===== config.mk =====
export PLATFORM = sky130hd
export DESIGN_NAME = mult_arbiter
export DESIGN_NICKNAME = d
export VERILOG_FILES = /design/src/rtl/mult_arb_pkg.sv /design/src/rtl/rr_pick.sv /design/src/rtl/mult_arbiter.sv
export SDC_FILE = /design/constraint.sdc
export NUM_CORES = 1
export LEC_CHECK = 0
export CORE_ASPECT_RATIO = 0.75
export CORE_MARGIN = 2
export CORE_UTILIZATION = 35
export DETAILED_ROUTE_END_ITERATION = 10
export GPL_TIMING_DRIVEN = 0
export MAX_ROUTING_LAYER = met4
export PLACE_DENSITY = 0.87
export SLEW_MARGIN = 25
export SYNTH_ARGS = -nofsm -noshare
export SYNTH_HDL_FRONTEND = slang
export SYNTH_HIERARCHICAL = 1
export SYNTH_SLANG_ARGS = --single-unit

===== constraint.sdc =====
create_clock -name clk -period 2.3 [get_ports clk]
set_clock_uncertainty 0.1 [all_clocks]
set_input_delay 0.46 -clock clk [delete_from_list [all_inputs] [get_ports clk]]
set_output_delay 0.46 -clock clk [all_outputs]
set_load 0.03 [all_outputs]

===== src/rtl/mult_arb_pkg.sv =====
// Shared types and helpers for the multiplier arbiter and its round-robin picker.
// Requester ids are sized for the largest supported configuration (8 requesters).
package mult_arb_pkg;
  localparam int MAX_NREQ = 8;
  localparam int IDW_MAX  = 3;

  typedef struct packed {
    logic               valid;
    logic [IDW_MAX-1:0] id;
  } tag_t;

  function automatic int idw(input int n);
    return (n <= 2) ? 1 : $clog2(n);
  endfunction

  function automatic logic [MAX_NREQ-1:0] onehot(input logic [IDW_MAX-1:0] id);
    logic [MAX_NREQ-1:0] oh;
    oh     = '0;
    oh[id] = 1'b1;
    return oh;
  endfunction

  function automatic logic [IDW_MAX-1:0] rr_next(input logic [IDW_MAX-1:0] id, input int n);
    if (int'(id) >= n - 1) return '0;
    return id + 1'b1;
  endfunction
endpackage


===== src/rtl/rr_pick.sv =====
// Combinational round-robin picker: first eligible index at or after ptr_i, wrapping.
module rr_pick
  import mult_arb_pkg::*;
#(
  parameter int N = 2
) (
  input  logic [N-1:0]       elig_i,
  input  logic [IDW_MAX-1:0] ptr_i,
  output logic [IDW_MAX-1:0] win_o,
  output logic               found_o
);
  logic [MAX_NREQ-1:0] elig8, hi8, cand8;
  logic [IDW_MAX-1:0]  jj;

  always_comb begin
    elig8        = '0;
    elig8[N-1:0] = elig_i;
    hi8          = '0;
    jj           = '0;
    for (int j = 0; j < MAX_NREQ; j++) begin
      jj      = IDW_MAX'(j);
      hi8[jj] = elig8[jj] & (jj >= ptr_i);
    end
    // Nothing at/after the pointer means the search wraps to index 0.
    cand8   = (|hi8) ? hi8 : elig8;
    found_o = |cand8;
    win_o   = '0;
    for (int j = MAX_NREQ - 1; j >= 0; j--) begin
      jj = IDW_MAX'(j);
      if (cand8[jj]) win_o = jj;
    end
  end
endmodule


===== src/rtl/mult_arbiter.sv =====
// Shares one pipelined multiplier between NREQ requesters with tagged, in-order responses.
// Optional MULT_ARB_STATS_EN adds saturating grant_cnt/stall_cnt statistics outputs.
module mult_arbiter
  import mult_arb_pkg::*;
#(
  parameter int NREQ = 2,
  parameter int W    = 32,
  parameter int LAT  = 4
) (
  input  logic              clk,
  input  logic              rst,
  input  logic [NREQ-1:0]   req,
  input  logic [NREQ*W-1:0] op_a,
  input  logic [NREQ*W-1:0] op_b,
  output logic [NREQ-1:0]   gnt,
  output logic [NREQ-1:0]   rsp_valid,
  output logic [W-1:0]      rsp_data,
  output logic [W-1:0]      mul_a,
  output logic [W-1:0]      mul_b,
  output logic              mul_vld,
  input  logic [W-1:0]      mul_p,
  output logic              busy
`ifdef MULT_ARB_STATS_EN
  ,
  output logic [NREQ*16-1:0] grant_cnt,
  output logic [15:0]        stall_cnt
`endif
);
  logic [IDW_MAX-1:0] ptr_q, ptr_d, id_q, win;
  logic               found, mul_vld_q, busy_w;
  logic [NREQ-1:0]    gnt_q, gnt_d, rsp_valid_q, rsp_d;
  logic [W-1:0]       mul_a_q, mul_b_q, rsp_data_q;
  logic [W-1:0]       opa_arr [MAX_NREQ];
  logic [W-1:0]       opb_arr [MAX_NREQ];
  tag_t               tag_q   [LAT];

  for (genvar g = 0; g < MAX_NREQ; g++) begin : g_unpack
    if (g < NREQ) begin : g_live
      assign opa_arr[g] = op_a[g*W +: W];
      assign opb_arr[g] = op_b[g*W +: W];
    end else begin : g_pad
      assign opa_arr[g] = '0;
      assign opb_arr[g] = '0;
    end
  end

  rr_pick #(.N(NREQ)) u_pick (
    .elig_i  (req & ~gnt_q),
    .ptr_i   (ptr_q),
    .win_o   (win),
    .found_o (found)
  );

  for (genvar g = 0; g < NREQ; g++) begin : g_oh
    assign gnt_d[g] = found && (win == IDW_MAX'(g));
    assign rsp_d[g] = tag_q[LAT-1].valid && (tag_q[LAT-1].id == IDW_MAX'(g));
  end

  assign ptr_d = found ? rr_next(win, NREQ) : ptr_q;

  always_comb begin
    busy_w = mul_vld_q;
    for (int k = 0; k < LAT; k++) busy_w = busy_w | tag_q[k].valid;
  end

  // Issue stage: operands onto the multiplier bus; the tag pipe trails it by LAT cycles.
  always_ff @(posedge clk) begin
    if (rst) begin
      ptr_q       <= '0;
      gnt_q       <= '0;
      mul_vld_q   <= 1'b0;
      mul_a_q     <= '0;
      mul_b_q     <= '0;
      id_q        <= '0;
      rsp_valid_q <= '0;
      rsp_data_q  <= '0;
      for (int k = 0; k < LAT; k++) tag_q[k] <= '0;
    end else begin
      ptr_q     <= ptr_d;
      gnt_q     <= gnt_d;
      mul_vld_q <= found;
      if (found) begin
        mul_a_q <= opa_arr[win];
        mul_b_q <= opb_arr[win];
        id_q    <= win;
      end
      tag_q[0].valid <= mul_vld_q;
      tag_q[0].id    <= id_q;
      for (int k = 1; k < LAT; k++) tag_q[k] <= tag_q[k-1];
      // Response stage: the oldest tag lines up with the product now on mul_p.
      rsp_valid_q <= rsp_d;
      if (tag_q[LAT-1].valid) rsp_data_q <= mul_p;
    end
  end

  assign gnt       = gnt_q;
  assign mul_vld   = mul_vld_q;
  assign mul_a     = mul_a_q;
  assign mul_b     = mul_b_q;
  assign rsp_valid = rsp_valid_q;
  assign rsp_data  = rsp_data_q;
  assign busy      = busy_w;

`ifdef MULT_ARB_STATS_EN
  logic [15:0] stall_q;

  for (genvar g = 0; g < NREQ; g++) begin : g_cnt
    logic [15:0] cnt_q;
    always_ff @(posedge clk) begin
      if (rst) cnt_q <= '0;
      else if (gnt_d[g] && cnt_q != 16'hFFFF) cnt_q <= cnt_q + 1'b1;
    end
    assign grant_cnt[g*16 +: 16] = cnt_q;
  end

  // A stall cycle is one where some requester is asking but is not the one granted.
  always_ff @(posedge clk) begin
    if (rst) stall_q <= '0;
    else if (|(req & ~gnt_d) && stall_q != 16'hFFFF) stall_q <= stall_q + 1'b1;
  end

  assign stall_cnt = stall_q;
`endif
endmodule


==> flow_summary.ini <==
[run_status]
status = finished clean

[timing]
setup_viol = 0
relSlewSlack = 0.554
hold_viol = 0
finalCritPeriodShare = 0.964
max_freq_ghz = 0.451
finalMaxSlewViolations = 0
grt_setup_unrepaired = false
period_minus_slack_ps = 2220
worstMarginPinSlew_ps = 669
finalWorstSetupSlack_ps = 83.1

[critical_path]
crit_arrival_ps = 1660
cp_max_fo = 10
r2r-start = ptr_q[1]
rrSetupSlack_ps = 160
cp_cell_sequence = buf_2 -> buf_4 -> nor3_1 -> nand2_1 -> clkdlybuf4s15_2
worst-path-stages = 5
path_buf_inv = 3
worst_path_max_delay_cell = dfxtp_1
critPathCaptureType = primary output
rr_endpoint = ptr_q[1]
path_class = reg -> out
required_ps = 1740
reg2reg_depth = 8
max_stage_delay_ps = 300
worst_path_dominant_cell_family = buffers and inverters
crit_path_start_kind = flip-flop

[clock_tree]
cts_sinks = 123
tritoncts = yes
root_buffer = clkbuf_16
post_cts_buffers = 0
clock_path_buffers = 2
cts_made_buffers = 17
cts_hold_repair.buffers = 0
clk_latency_ps = 400
clk_pin_slew_worst_paths_ps = 50
cts.htree.levels = 4

[placed_design]
port_buffers = 265
place_hpwl_um = 10700
dpl-instance-area_um2 = 7590
pre_cts_ws_ps = -623
place.gp.congestion = 0.852

[power_and_ir_drop]
power_leakage_nw = 3.06
power_density_nw_per_um2 = 686
vdd_drop_max_mv = 0.470
power_mw = 5.64

[routing]
drc = 0
wire_per_inst_um = 15.8
drt_iter0_markers = 121
drt-total-wl_um = 13700
vias = 4119
first_pass_iters = 4
ant_nets = 0
viasPerCell = 4.75

[grt]
grt_pass1_vias = 4372
grt_util_met2 = 0.338
antenna_found_initial = 0
grt_use_met3 = 0.0655
grt_max_degree = 17
met1_usage = 0.206
grt_most_used_layer = met2
grt_pass1_wl_um = 21800
grt_usage = 0.194
grt-ovfl-total = 0

[floorplan]
rows = 36
dieArea_um2 = 14400
coreArea_um2 = 13100
start_util = 0.361
die_w_um = 138
io-pin-count = 266
die_height_um = 105

[worst_hold_path]
holdPathStages = 1
whs_endpoint = tag_q[1][1]
hold_path_class = reg -> reg
hold_path.startpoint = tag_q[0][1]

[synth]
synth_cell_types = 25
syn_inst = 399
syn_area_per_cell_um2 = 11.8
yosys_warnings = 6
synthesis.area_um2 = 4720
synth_seq_cells = 123
yosysSeqAreaShare = 0.522

[flow_run]
maxCapViolCount = 0

[cells_and_area]
mostFrequentLayoutCells = clkdlybuf4s50_1, dfxtp_1, mux2i_1
fin_area_um2 = 8210
final.fill_count = 1001
final_common_cell = clkdlybuf4s50_1
fin_nets = 851
layout-drive-gt1-share = 0.102
antenna-diode-count = 0
syn2layout_area_growth_pct = 74.0
## final cells by class
cell class,count,area [um^2],area share
well taps,171,214,0.0261
clock buffers,20,447,0.0544
clock inverters,11,145,0.0177
multi-input cells,240,2050,0.250
inverters,2,7.51,0.000914
flip-flops and latches,123,2460,0.300
plain buffers,35,233,0.0283
repair buffers,265,2650,0.323
## worst max path at each step
stage | start | slack [ps] | endpoint
3_3_place_gp | req[1] | -590 | ptr_q[1]
3_5_place_dp | req[1] | -620 | ptr_q[1]
2_1_floorplan | ptr_q[1] | 180 | ptr_q[1]
6_report | tag_q[3][3] | 80 | busy
4_1_cts | ptr_q[1] | 20 | ptr_q[1]
5_1_grt | req[1] | 10 | mul_a[18]
## cell usage after synthesis (all sizes together)
master	n	area, um^2
dfxtp	123	2460
mux2i	99	991
o2bb2ai	64	629
nor2	38	143
buf	29	186
nor2b	19	119
clkbuf	6	22.5
and3b	3	26.3
ha	3	37.5
a32o	2	20.0
inv	2	7.51
nor3	2	10.0
a21boi	1	7.51
a22o	1	8.76
and3	1	6.26
conb	1	3.75
nand2	1	3.75
nor4b	1	8.76
or2	1	6.26
or3b	1	8.76
or4b	1	10.0
## routing by layer
layer / up-vias / share of wire / wire length [um]
li1: 2006 / - / -
met1: 1935 / 0.41 / 5640
met2: 153 / 0.51 / 6980
met3: 25 / 0.058 / 798
met4: 0 / 0.018 / 242
met5: - / 0 / 0
## registers in the layout (all words and copies together) (netlist names)
register and count:
mul_b 32, ptr_q 3, rsp_data 32, mul_vld 1, mul_a 32, rsp_valid 2, id_q 3, tag_q 16
gnt 2
## kinds of logic (layout without fill, tap and decap cells)
family	after synthesis	after routing	share of synthesized area
other cells	1	2	0.000795
flops	123	123	0.522
mux	99	99	0.210
compound gates	68	68	0.141
buf+inv	37	333	0.0459
fa+ha+maj	3	3	0.00796
simple gates	68	68	0.0724
## where the power goes
| group | internal, mW | switching, mW |
|---|---|---|
| combinational | 0.448 | 0.321 |
| sequential | 2.19 | 0.0313 |
| clock | 1.72 | 0.924 |
| total | 4.36 | 1.28 |
## stage by stage
| step | hold slack [ps] | instances | setup TNS [ps] | utilization |
|---|---|---|---|---|
| after CTS | 342 | 867 | 0 | 0.628 |
| after floorplan | 314 | 400 | 0 | - |
| final | 337 | 867 | 0 | 0.629 |
| after global placement | 317 | 836 | -25170 | 0.581 |
| after detailed placement | 328 | 836 | -28290 | 0.581 |
| after global routing | 363 | 867 | 0 | 0.629 |
## repair_timing
item,CTS,global route
endpoints found under the setup margin,40,38
resized for setup,13,4
endpoints found under the hold margin,0,0
Power figures use the tool's default switching activity.
